## src/rtl/led_phase_sequencer.sv

```systemverilog
// led_phase_sequencer: free-running RED/IR frame scheduler with settle, box-average and per-frame valid strobe.
// Optional ambient (dark) phase when LED_PHASE_SEQUENCER_AMBIENT_EN is defined.
module led_phase_sequencer #(
  parameter int SETTLE_CYCLES = 3,
  parameter int AVG_LOG2 = 2
) (
  input  logic       CLK,
  input  logic       rst,
  input  logic       en,
  input  logic [6:0] red_dc,
  input  logic [3:0] red_pga,
  input  logic [6:0] ir_dc,
  input  logic [3:0] ir_pga,
  input  logic [7:0] ADC,
  output logic       LED_RED,
  output logic       LED_IR,
  output logic [6:0] DC_Comp,
  output logic [3:0] PGA_Gain,
  output logic [7:0] RED_ADC_Value,
  output logic [7:0] IR_ADC_Value,
`ifdef LED_PHASE_SEQUENCER_AMBIENT_EN
  output logic [7:0] AMB_ADC_Value,
`endif
  output logic       frame_valid,
  output logic       busy
);
  localparam int N = 1 << AVG_LOG2;
  localparam int AW = 8 + AVG_LOG2;
  // Settle states are odd, sample states even and nonzero.
  typedef enum logic [2:0] {
    IDLE, RED_SETTLE, RED_SAMPLE, IR_SETTLE, IR_SAMPLE
`ifdef LED_PHASE_SEQUENCER_AMBIENT_EN
    , AMB_SETTLE, AMB_SAMPLE
`endif
  } state_t;
`ifdef LED_PHASE_SEQUENCER_AMBIENT_EN
  localparam state_t LAST = AMB_SAMPLE;
`else
  localparam state_t LAST = IR_SAMPLE;
`endif
  state_t state_q, state_d;
  logic [4:0] cnt_q, cnt_d;
  logic [AW-1:0] acc_q, acc_d, sum;
  logic [7:0] avg;
  logic [6:0] rdc_q, rdc_d, idc_q, idc_d, dc_d;
  logic [3:0] rpg_q, rpg_d, ipg_q, ipg_d, pga_d;
  logic [7:0] red_val_d, ir_val_d;
  logic is_settle, is_sample, settle_done, sample_done, frame_end, relatch, wr;
  logic led_red_d, led_ir_d, amb_d, fv_d, busy_d;
`ifdef LED_PHASE_SEQUENCER_AMBIENT_EN
  logic [7:0] amb_val_d;
`endif

  assign is_settle = state_q[0];
  assign is_sample = !state_q[0] && state_q != IDLE;
  assign settle_done = is_settle && cnt_q == 5'(SETTLE_CYCLES - 1);
  assign sample_done = is_sample && cnt_q == 5'(N - 1);
  assign frame_end = sample_done && state_q == LAST;
  assign sum = acc_q + AW'(ADC);
  assign avg = 8'(sum >> AVG_LOG2);

  always_ff @(posedge CLK)
    state_q <= rst ? IDLE : state_d;

  always_comb begin
    state_d = state_q;
    if (state_q == IDLE || frame_end) state_d = en ? RED_SETTLE : IDLE;
    else if (!en) state_d = IDLE;
    else if (settle_done || sample_done) state_d = state_t'(state_q + 3'd1);
  end

  always_comb begin
    relatch = state_d == RED_SETTLE && state_q != RED_SETTLE;
    rdc_d = relatch ? red_dc : rdc_q;
    rpg_d = relatch ? red_pga : rpg_q;
    idc_d = relatch ? ir_dc : idc_q;
    ipg_d = relatch ? ir_pga : ipg_q;
    cnt_d = (state_d != state_q || state_q == IDLE) ? 5'd0 : cnt_q + 5'd1;
    acc_d = (is_sample && !sample_done) ? sum : '0;
    led_red_d = state_d == RED_SETTLE || state_d == RED_SAMPLE;
    led_ir_d = state_d == IR_SETTLE || state_d == IR_SAMPLE;
`ifdef LED_PHASE_SEQUENCER_AMBIENT_EN
    amb_d = state_d == AMB_SETTLE || state_d == AMB_SAMPLE;
`else
    amb_d = 1'b0;
`endif
    dc_d = led_red_d ? rdc_d : led_ir_d ? idc_d : 7'd0;
    pga_d = led_red_d ? rpg_d : (led_ir_d || amb_d) ? ipg_d : 4'd0;
    wr = sample_done && (frame_end || en);
    red_val_d = (wr && state_q == RED_SAMPLE) ? avg : RED_ADC_Value;
    ir_val_d = (wr && state_q == IR_SAMPLE) ? avg : IR_ADC_Value;
`ifdef LED_PHASE_SEQUENCER_AMBIENT_EN
    amb_val_d = (wr && state_q == AMB_SAMPLE) ? avg : AMB_ADC_Value;
`endif
    fv_d = frame_end;
    busy_d = state_d != IDLE;
  end

  always_ff @(posedge CLK) begin
    if (rst) begin
      cnt_q <= '0;
      acc_q <= '0;
      rdc_q <= '0;
      rpg_q <= '0;
      idc_q <= '0;
      ipg_q <= '0;
      LED_RED <= 1'b0;
      LED_IR <= 1'b0;
      DC_Comp <= '0;
      PGA_Gain <= '0;
      RED_ADC_Value <= '0;
      IR_ADC_Value <= '0;
`ifdef LED_PHASE_SEQUENCER_AMBIENT_EN
      AMB_ADC_Value <= '0;
`endif
      frame_valid <= 1'b0;
      busy <= 1'b0;
    end else begin
      cnt_q <= cnt_d;
      acc_q <= acc_d;
      rdc_q <= rdc_d;
      rpg_q <= rpg_d;
      idc_q <= idc_d;
      ipg_q <= ipg_d;
      LED_RED <= led_red_d;
      LED_IR <= led_ir_d;
      DC_Comp <= dc_d;
      PGA_Gain <= pga_d;
      RED_ADC_Value <= red_val_d;
      IR_ADC_Value <= ir_val_d;
`ifdef LED_PHASE_SEQUENCER_AMBIENT_EN
      AMB_ADC_Value <= amb_val_d;
`endif
      frame_valid <= fv_d;
      busy <= busy_d;
    end
  end
endmodule

```

## config.mk

```make
export PLATFORM = sky130hd
export DESIGN_NAME = led_phase_sequencer
export DESIGN_NICKNAME = d
export VERILOG_FILES = /design/src/rtl/led_phase_sequencer.sv
export SDC_FILE = /design/constraint.sdc
export NUM_CORES = 1
export LEC_CHECK = 0
export ABC_AREA = 1
export BUFFER_PORTS_ARGS = -buffer_cell sky130_fd_sc_hd__buf_2
export CELL_PAD_IN_SITES_DETAIL_PLACEMENT = 1
export CELL_PAD_IN_SITES_GLOBAL_PLACEMENT = 2
export CORE_ASPECT_RATIO = 0.9
export CORE_UTILIZATION = 34
export CTS_CLUSTER_DIAMETER = 50
export DETAILED_ROUTE_END_ITERATION = 10
export PLACE_DENSITY_LB_ADDON = 0.1
export SLEW_MARGIN = 10
export SYNTH_ARGS = -nofsm -noshare
export SYNTH_HDL_FRONTEND = slang
export SYNTH_SLANG_ARGS = --single-unit
export TNS_END_PERCENT = 100
```

## constraint.sdc

```tcl
create_clock -name CLK -period 3.3 [get_ports CLK]
set_input_delay 0.33 -clock CLK [delete_from_list [all_inputs] [get_ports CLK]]
set_output_delay 0.33 -clock CLK [all_outputs]
set_load 0.03 [all_outputs]
```

[Word level (Yosys, flattened, before mapping)]
Cells that the tools add are included.
Operators by class
  shift operators: 0
  multiplexer cells: 12
  order comparisons: 0
  multiply operators: 0
  equality and inequality tests: 10
  bitwise gates (word level): 1
  reduce and logical (&&, ||, !) cells: 22
  divide/modulo/power cells: 0
  add/sub/neg operators: 3
Operators by type and width (count)
  7-bit two-way mux: 4
  4-bit two-way mux: 4
  10-bit by 8-bit adder with 10-bit output: 1
  5-bit by 2-bit == test with 1-bit output (second input constant): 2
  3-bit by 2-bit == test with 1-bit output (second input constant): 3
  1-bit logical AND: 9
  3-bit two-way mux: 3
  3-bit == test (second input constant): 2
  1-bit logical OR: 6
  3-bit nonzero test: 2
  5-bit by 1-bit adder with 5-bit output (second input constant): 1
  2-bit OR reduction: 2
  3-bit by 1-bit adder with 3-bit output (second input constant): 1
  3-bit by 1-bit == test with 1-bit output (second input constant): 1
  3-bit zero test: 1
  3-bit by 1-bit inequality test with 1-bit output (second input constant): 1
  3-bit inequality test: 1
  1-bit zero test: 2
  1-bit two-way mux: 1
  1-bit inverter: 1
Storage, ports and cells
  ROM bits: 0
  memories kept: 0
  register bits after elaboration: 71
  input bits: 33
  logic and storage cells: 63
  latch bits: 0
  RAM bits: 0

[Depth between registers and ports, before layout]
Gate-level depths: netlist (run 1).
  depth after elaboration: 12
  mapped depth: 16

[Worst setup path before layout (run 1)]
Ideal clock, no wire load.
  path type: register -> register
  start point: register state_q[0]
  end point: register DC_Comp[0]
  cell stages (with the launch flop): 14
  required time: 3188 ps
  path buffers: 1
  slack: 1266 ps
  period minus slack after synthesis: 2034 ps
  arrival time: 1921 ps
  cells stage by stage: dfxtp_1 -> inv_1 -> ha_1 -> a21oi_4 -> nand2_2 -> nand2_2 -> nand3_1 -> nand3_4 -> nand3_2 -> buf_4 -> nand2_1 -> nand2_1 -> nand2_1 -> nand2_1
On the way
  cells in the longest elaborated chain, start to end: 12
RTL lines
  start: declaration: line 41  | state_t state_q, state_d;
  start signal: assignment: line 63  | state_q <= rst ? IDLE : state_d;
  parallel branches: the longest is 11 deep, another holds 3-bit by 1-bit adder with 3-bit output
  7-bit two-way mux (*): line 87  | dc_d = led_red_d ? rdc_d : led_ir_d ? idc_d : 7'd0;
  end signal: assignment: line 109  | DC_Comp <= '0;
  end signal: assignment: line 127  | DC_Comp <= dc_d;
  end: declaration: line 17  | output logic [6:0] DC_Comp,
Mark *: on every way between the ends.
A chain may end at the register's enable or synchronous reset.

[Final worst setup path (run 1)]
Same ends and word-level chain as after synthesis.

==> results of run 1 <==
-- where the power goes --
group / internal [mW] / switching [mW]
logic: 0.0630 / 0.117
registers: 0.882 / 0.00887
clock network: 0.520 / 0.324
-- cell type report --
class | count | area (um2) | area share
timing repair buffer | 67 | 345 | 0.0896
inverter | 36 | 135 | 0.0351
clock buffer | 10 | 138 | 0.0357
tap | 122 | 153 | 0.0396
sequential | 71 | 1420 | 0.369
clock inverter | 6 | 108 | 0.0279
multi-input combinational | 281 | 1560 | 0.403
-- layout by cell type (no fill, tap or decap), types with 3 or more instances in the layout --
| cell | netlist | final |
|---|---|---|
| nand3_1 | 11 | 11 |
| buf_2 | 6 | 63 |
| o211ai_1 | 7 | 7 |
| xor2_1 | 8 | 8 |
| a21oi_1 | 38 | 38 |
| nor3_1 | 5 | 5 |
| o21ai_0 | 15 | 15 |
| inv_1 | 34 | 34 |
| nor2_1 | 23 | 23 |
| nand4_1 | 24 | 24 |
| o21bai_1 | 3 | 3 |
| ha_1 | 14 | 14 |
| buf_4 | 4 | 4 |
| bufinv_16 | 0 | 3 |
| dfxtp_1 | 71 | 71 |
| nand2_2 | 6 | 6 |
| clkbuf_8 | 0 | 10 |
| xnor2_1 | 4 | 4 |
| nand2_1 | 105 | 105 |
-- path summary, 6_finish.rpt --
kind         slack (ps)         end        from  cells after the start
min                 290    idc_q[4]    ir_dc[4]                      3
max                 520  DC_Comp[0]  state_q[0]                     12
max reg2reg         520  DC_Comp[0]  state_q[0]                     12
min reg2reg         470    ipg_q[1]    ipg_q[1]                      2
-- per-layer routing --
| metal | wire [um] | global-route usage |
|---|---|---|
| met1 | 4060 | 0.228 |
| met2 | 3630 | 0.289 |
| met3 | 276 | 0.0458 |
| met4 | 73 | 0.0536 |
| met5 | 0 | 0 |
-- state kept, by name (all words and copies together), names as in the netlist --
signal         count
DC_Comp            7
IR_ADC_Value       8
LED_IR             1
LED_RED            1
PGA_Gain           4
RED_ADC_Value      8
acc_q             10
busy               1
cnt_q              5
frame_valid        1
idc_q              7
ipg_q              4
rdc_q              7
rpg_q              4
state_q            3
-- worst max-delay path: cells and delay by family, from the launching register on --
family / cells / cell delay, ps
simple gates: 8 / 1410
flops: 1 / 520
fa+ha+maj: 1 / 300
compound gates: 1 / 230
buf+inv: 2 / 200
-- kinds of logic (layout without fill, tap and decap cells) --
| group | Yosys count | after routing | share of synthesized area |
|---|---|---|---|
| AO/OA/AOI/OAI | 68 | 68 | 0.121 |
| AND/OR/NAND/NOR | 186 | 186 | 0.270 |
| XOR/XNOR | 12 | 12 | 0.0328 |
| buffers and inverters | 53 | 119 | 0.0714 |
| flip-flops | 71 | 71 | 0.443 |
| adder cells (fa/ha/maj) | 15 | 15 | 0.0609 |
==> flow_summary.yaml, run 1 <==
timing:
  setup_tns_ps: 0
  period_needed_ps: 2780
  drv_slew: 0
  skew_ps: 10.0
  finalSetupViolations: 0
  hold_violations: 0
  tightest_slew_ps: 633
  max_freq_mhz: 360
  rsz0062_at_grt: "no"
  timing.slew.headroom: 0.573
  setup_ws_ps: 523
  min_period_over_period: 0.841
  fin_hold_ws_ps: 291
route:
  avgViaCountPerCell: 4.75
  ant_nets: 0
  drt-pass1-iter-count: 5
  drtIter0Drc: 61
  routed_wl_um: 8040
  wl_per_cell_um: 13.6
  num_vias: 2814
  drt_drc_violations_left: 0
floorplan:
  dieHeight_um: 94.1
  die_w_um: 104
  num_io_pins: 64
  initial_core_util: 0.351
  dieArea_mm2: 0.00982
  num_rows: 33
  core_region_area_mm2: 0.00913
cts:
  cts_sinks: 71
  post_cts_buffers: 0
  h-tree-depth: 3
  clk_latency_ps: 340
  cts_hold_buf: 0
  clockRootBuffer: "clkbuf_8"
  clkTransAtPathRegs_ps: 80
  cts.path.max_buffers: 2
  cts_buffers: 9
  ctsResizeCount: 0
  cts_tree: "yes"
synthesis:
  yosys_register_bits: 71
  netlist_area_mm2: 0.00321
  synth_ff_type: "dfxtp_1"
  yosysWarningCount: 0
  syn-num-nets: 453
  synth_most_common_cell: "nand2_1"
  async_flop_share: 0
  synth_edf_count: 0
  ys_types: 33
  avgSynthCellArea_um2: 7.91
  synth_top_cells_by_count: "105 x nand2_1, 71 x dfxtp_1, 38 x a21oi_1"
  ys_seq_area_frac: 0.443
  syn_inst: 405
  yosys-top-cells-area: "dfxtp_1 44%, nand2_1 12%, a21oi_1 5.9%, ha_1 5.5%, nand4_1 4.7%"
  yosys.area.top_type_share: 0.443
  yosysTopAreaCell: "dfxtp_1"
job:
  cap_violations: 0
place:
  pre_cts_ws_ps: 508
  hpwl_um: 5970
  dpl-instance-area_mm2: 0.00361
  gp_congestion: 0.887
  numPortBuffers: 63
  dp_cells: 577
critical_path:
  path_common_cell: "nand2_1"
  path_cells: "inv_1 > ha_1 > a21oi_4 > nand3_2 > nand2_1 > inv_2 > nand3_4 > nand3_2 > nand2_1 > nand2_1 > nand2_1 > nand2_1"
  worstSetupPathType: "register to register"
  end_kind: "register"
  arrival_ps: 3010
  crit_path_start_kind: "register"
  slowest_stage: "dfxtp_1"
  worstPathRequired_ps: 3540
  crit_path_max_incr_delay_ps: 520
  critPathMaxFanout: 26
finish:
  diodes: 0
  area_growth_syn_to_layout_pct: 20.3
  drive_above_1_share: 0.214
  postLayoutCoreUtil: 0.422
  stdcell_count: 593
  fillers: 1151
  final_nets: 514
  fin_area_mm2: 0.00385
grt:
  globalRouteTotalUtil: 0.176
  grt_max_degree: 29
  grt_pass1_wl_um: 13600
  antenna_found_initial: 0
  gr-total-overflow: 0
  first_global_vias: 2829
pwr:
  ir_worst_vdd_uv: 294
  p_leak_nw: 1.91
  total_power_mw: 1.91
  power_per_cell_area_mw_per_mm2: 497
worst_hold_path:
  hold_path.class: "input pin to register"
status:
  status: "complete, no violations"
(Power assumes the default switching activity.)
==> inputs of run 2 (changes only) <==
Settings changed: CORE_UTILIZATION 34 to 31.
Clock period 3.3 ns to 2.6 ns, I/O delays scaled along.
==> flow_summary.yaml, run 2 (synthesized netlist as in run 1, its figures left out) <==
status:
  status: "complete, no violations"
cts:
  clockRootBuffer: "clkbuf_16"
  post_cts_buffers: 0
  h-tree-depth: 3
  cts_tree: "yes"
  cts.path.max_buffers: 2
  ctsResizeCount: 0
  cts_buffers: 9
  clkTransAtPathRegs_ps: 50
  clk_latency_ps: 330
  cts_hold_buf: 0
  cts_sinks: 71
grt:
  grtUsageMet1: 0.247
  met2_usage: 0.268
  first_global_vias: 2933
  grt_pass1_wl_um: 14500
  grt_max_degree: 28
  gr-total-overflow: 0
  globalRouteTotalUtil: 0.180
  top_usage_layer: "met2"
  antenna_found_initial: 0
  grtUsageMet3: 0.0463
job:
  cap_violations: 0
timing:
  finalSetupViolations: 0
  rsz0062_at_grt: "no"
  drv_slew: 0
  tightest_slew_ps: 527
  period_needed_ps: 2300
  hold_violations: 0
  fin_hold_ws_ps: 238
  timing.slew.headroom: 0.648
  max_freq_mhz: 434
  setup_tns_ps: 0
  min_period_over_period: 0.887
  setup_ws_ps: 295
  skew_ps: 3.65
floorplan:
  dieArea_mm2: 0.0108
  initial_core_util: 0.325
  die_w_um: 109
  dieHeight_um: 98.5
  num_io_pins: 64
  num_rows: 34
  core_region_area_mm2: 0.00987
worst_hold_path:
  hold_path.class: "input pin to register"
finish:
  layout_commonest_cell: "nand2_1"
  drive_above_1_share: 0.216
  postLayoutCoreUtil: 0.399
  top_register: "acc_q"
  reg.largest.list: "acc_q (10), IR_ADC_Value (8), RED_ADC_Value (8)"
  layout_common_cells: "105 x nand2_1, 71 x dfxtp_1, 63 x buf_2, 38 x a21oi_1, 34 x inv_1"
  final_nets: 520
  diodes: 0
  fin_area_mm2: 0.00394
  area_growth_syn_to_layout_pct: 22.8
  largest_register_ffs: 10
critical_path:
  worstSetupPathType: "register to register"
  arrival_ps: 2530
  worstPathRequired_ps: 2820
  end_kind: "register"
  crit_path_start_kind: "register"
  critPathMaxFanout: 9
route:
  drt_drc_violations_left: 0
  avgViaCountPerCell: 4.68
  drtIter0Drc: 55
  routed_wl_um: 8890
  wl_per_cell_um: 14.8
  num_vias: 2816
  ant_nets: 0
  drt-pass1-iter-count: 4
place:
  pre_cts_ws_ps: 308
  hpwl_um: 6490
  numPortBuffers: 63
  dpl-instance-area_mm2: 0.00366
  gp_congestion: 0.751
pwr:
  p_leak_nw: 1.95
  power_per_cell_area_mw_per_mm2: 641
  ir_worst_vdd_uv: 496
## run 2: cell types whose count changed in the layout (fill, tap and decap cells not counted)
cell,previous run,this run
clkinvlp_4,1,0
bufinv_16,3,0
clkbuf_16,0,9
buf_4,4,10
clkinv_2,2,0
clkbuf_8,10,3
clkbuf_1,0,3
## run 2: metal layers
metal | wire [um] | share of wire | vias up
li1 | - | - | 1465
met1 | 4680 | 0.53 | 1295
met2 | 3710 | 0.42 | 45
met3 | 364 | 0.041 | 11
met4 | 145 | 0.016 | 0
met5 | 0 | 0 | -
## run 2: worst max-delay path: stages (launching register included)
cell and delay [ps]:
dfxtp_1 370, inv_1 110, ha_1 270, a21oi_4 220
nand3_2 140, nand2_1 150, inv_2 90, nand3_4 130
nand3_2 210, buf_4 240, nand2_1 80, nand2_1 60
nand2_1 60, nand2_1 50
## run 2: metrics by stage
| stage | instances | power, mW |
|---|---|---|
| detailed placement | 587 | 1.40 |
| floorplan | 405 | 1.31 |
| finish | 602 | 2.53 |
| global placement | 587 | 1.40 |
| CTS | 602 | 2.58 |
| global route | 602 | 2.65 |
## run 2: power by group
part / switching [mW] / total [mW] / internal [mW]
sequential: 0.00903 / 1.13 / 1.12
combinational: 0.156 / 0.244 / 0.0875
clock: 0.431 / 1.15 / 0.719
total: 0.596 / 2.53 / 1.93
## run 2: cell type report
class / count / area (um2)
Timing Repair Buffer: 73 / 390
Sequential cell: 71 / 1420
Multi-Input combinational cell: 281 / 1560
Inverter: 36 / 135
Tap cell: 126 / 158
Clock buffer: 15 / 278
Fill cell: 1241 / 5930
## run 2: worst paths after layout
kind         cells past startpoint  startpoint         end  slack (ps)
min                              3   red_dc[2]    rdc_q[2]         240
max reg2reg                     13  state_q[1]  DC_Comp[5]         300
max                             13  state_q[1]  DC_Comp[5]         300
min reg2reg                      2    rdc_q[5]    rdc_q[5]         470
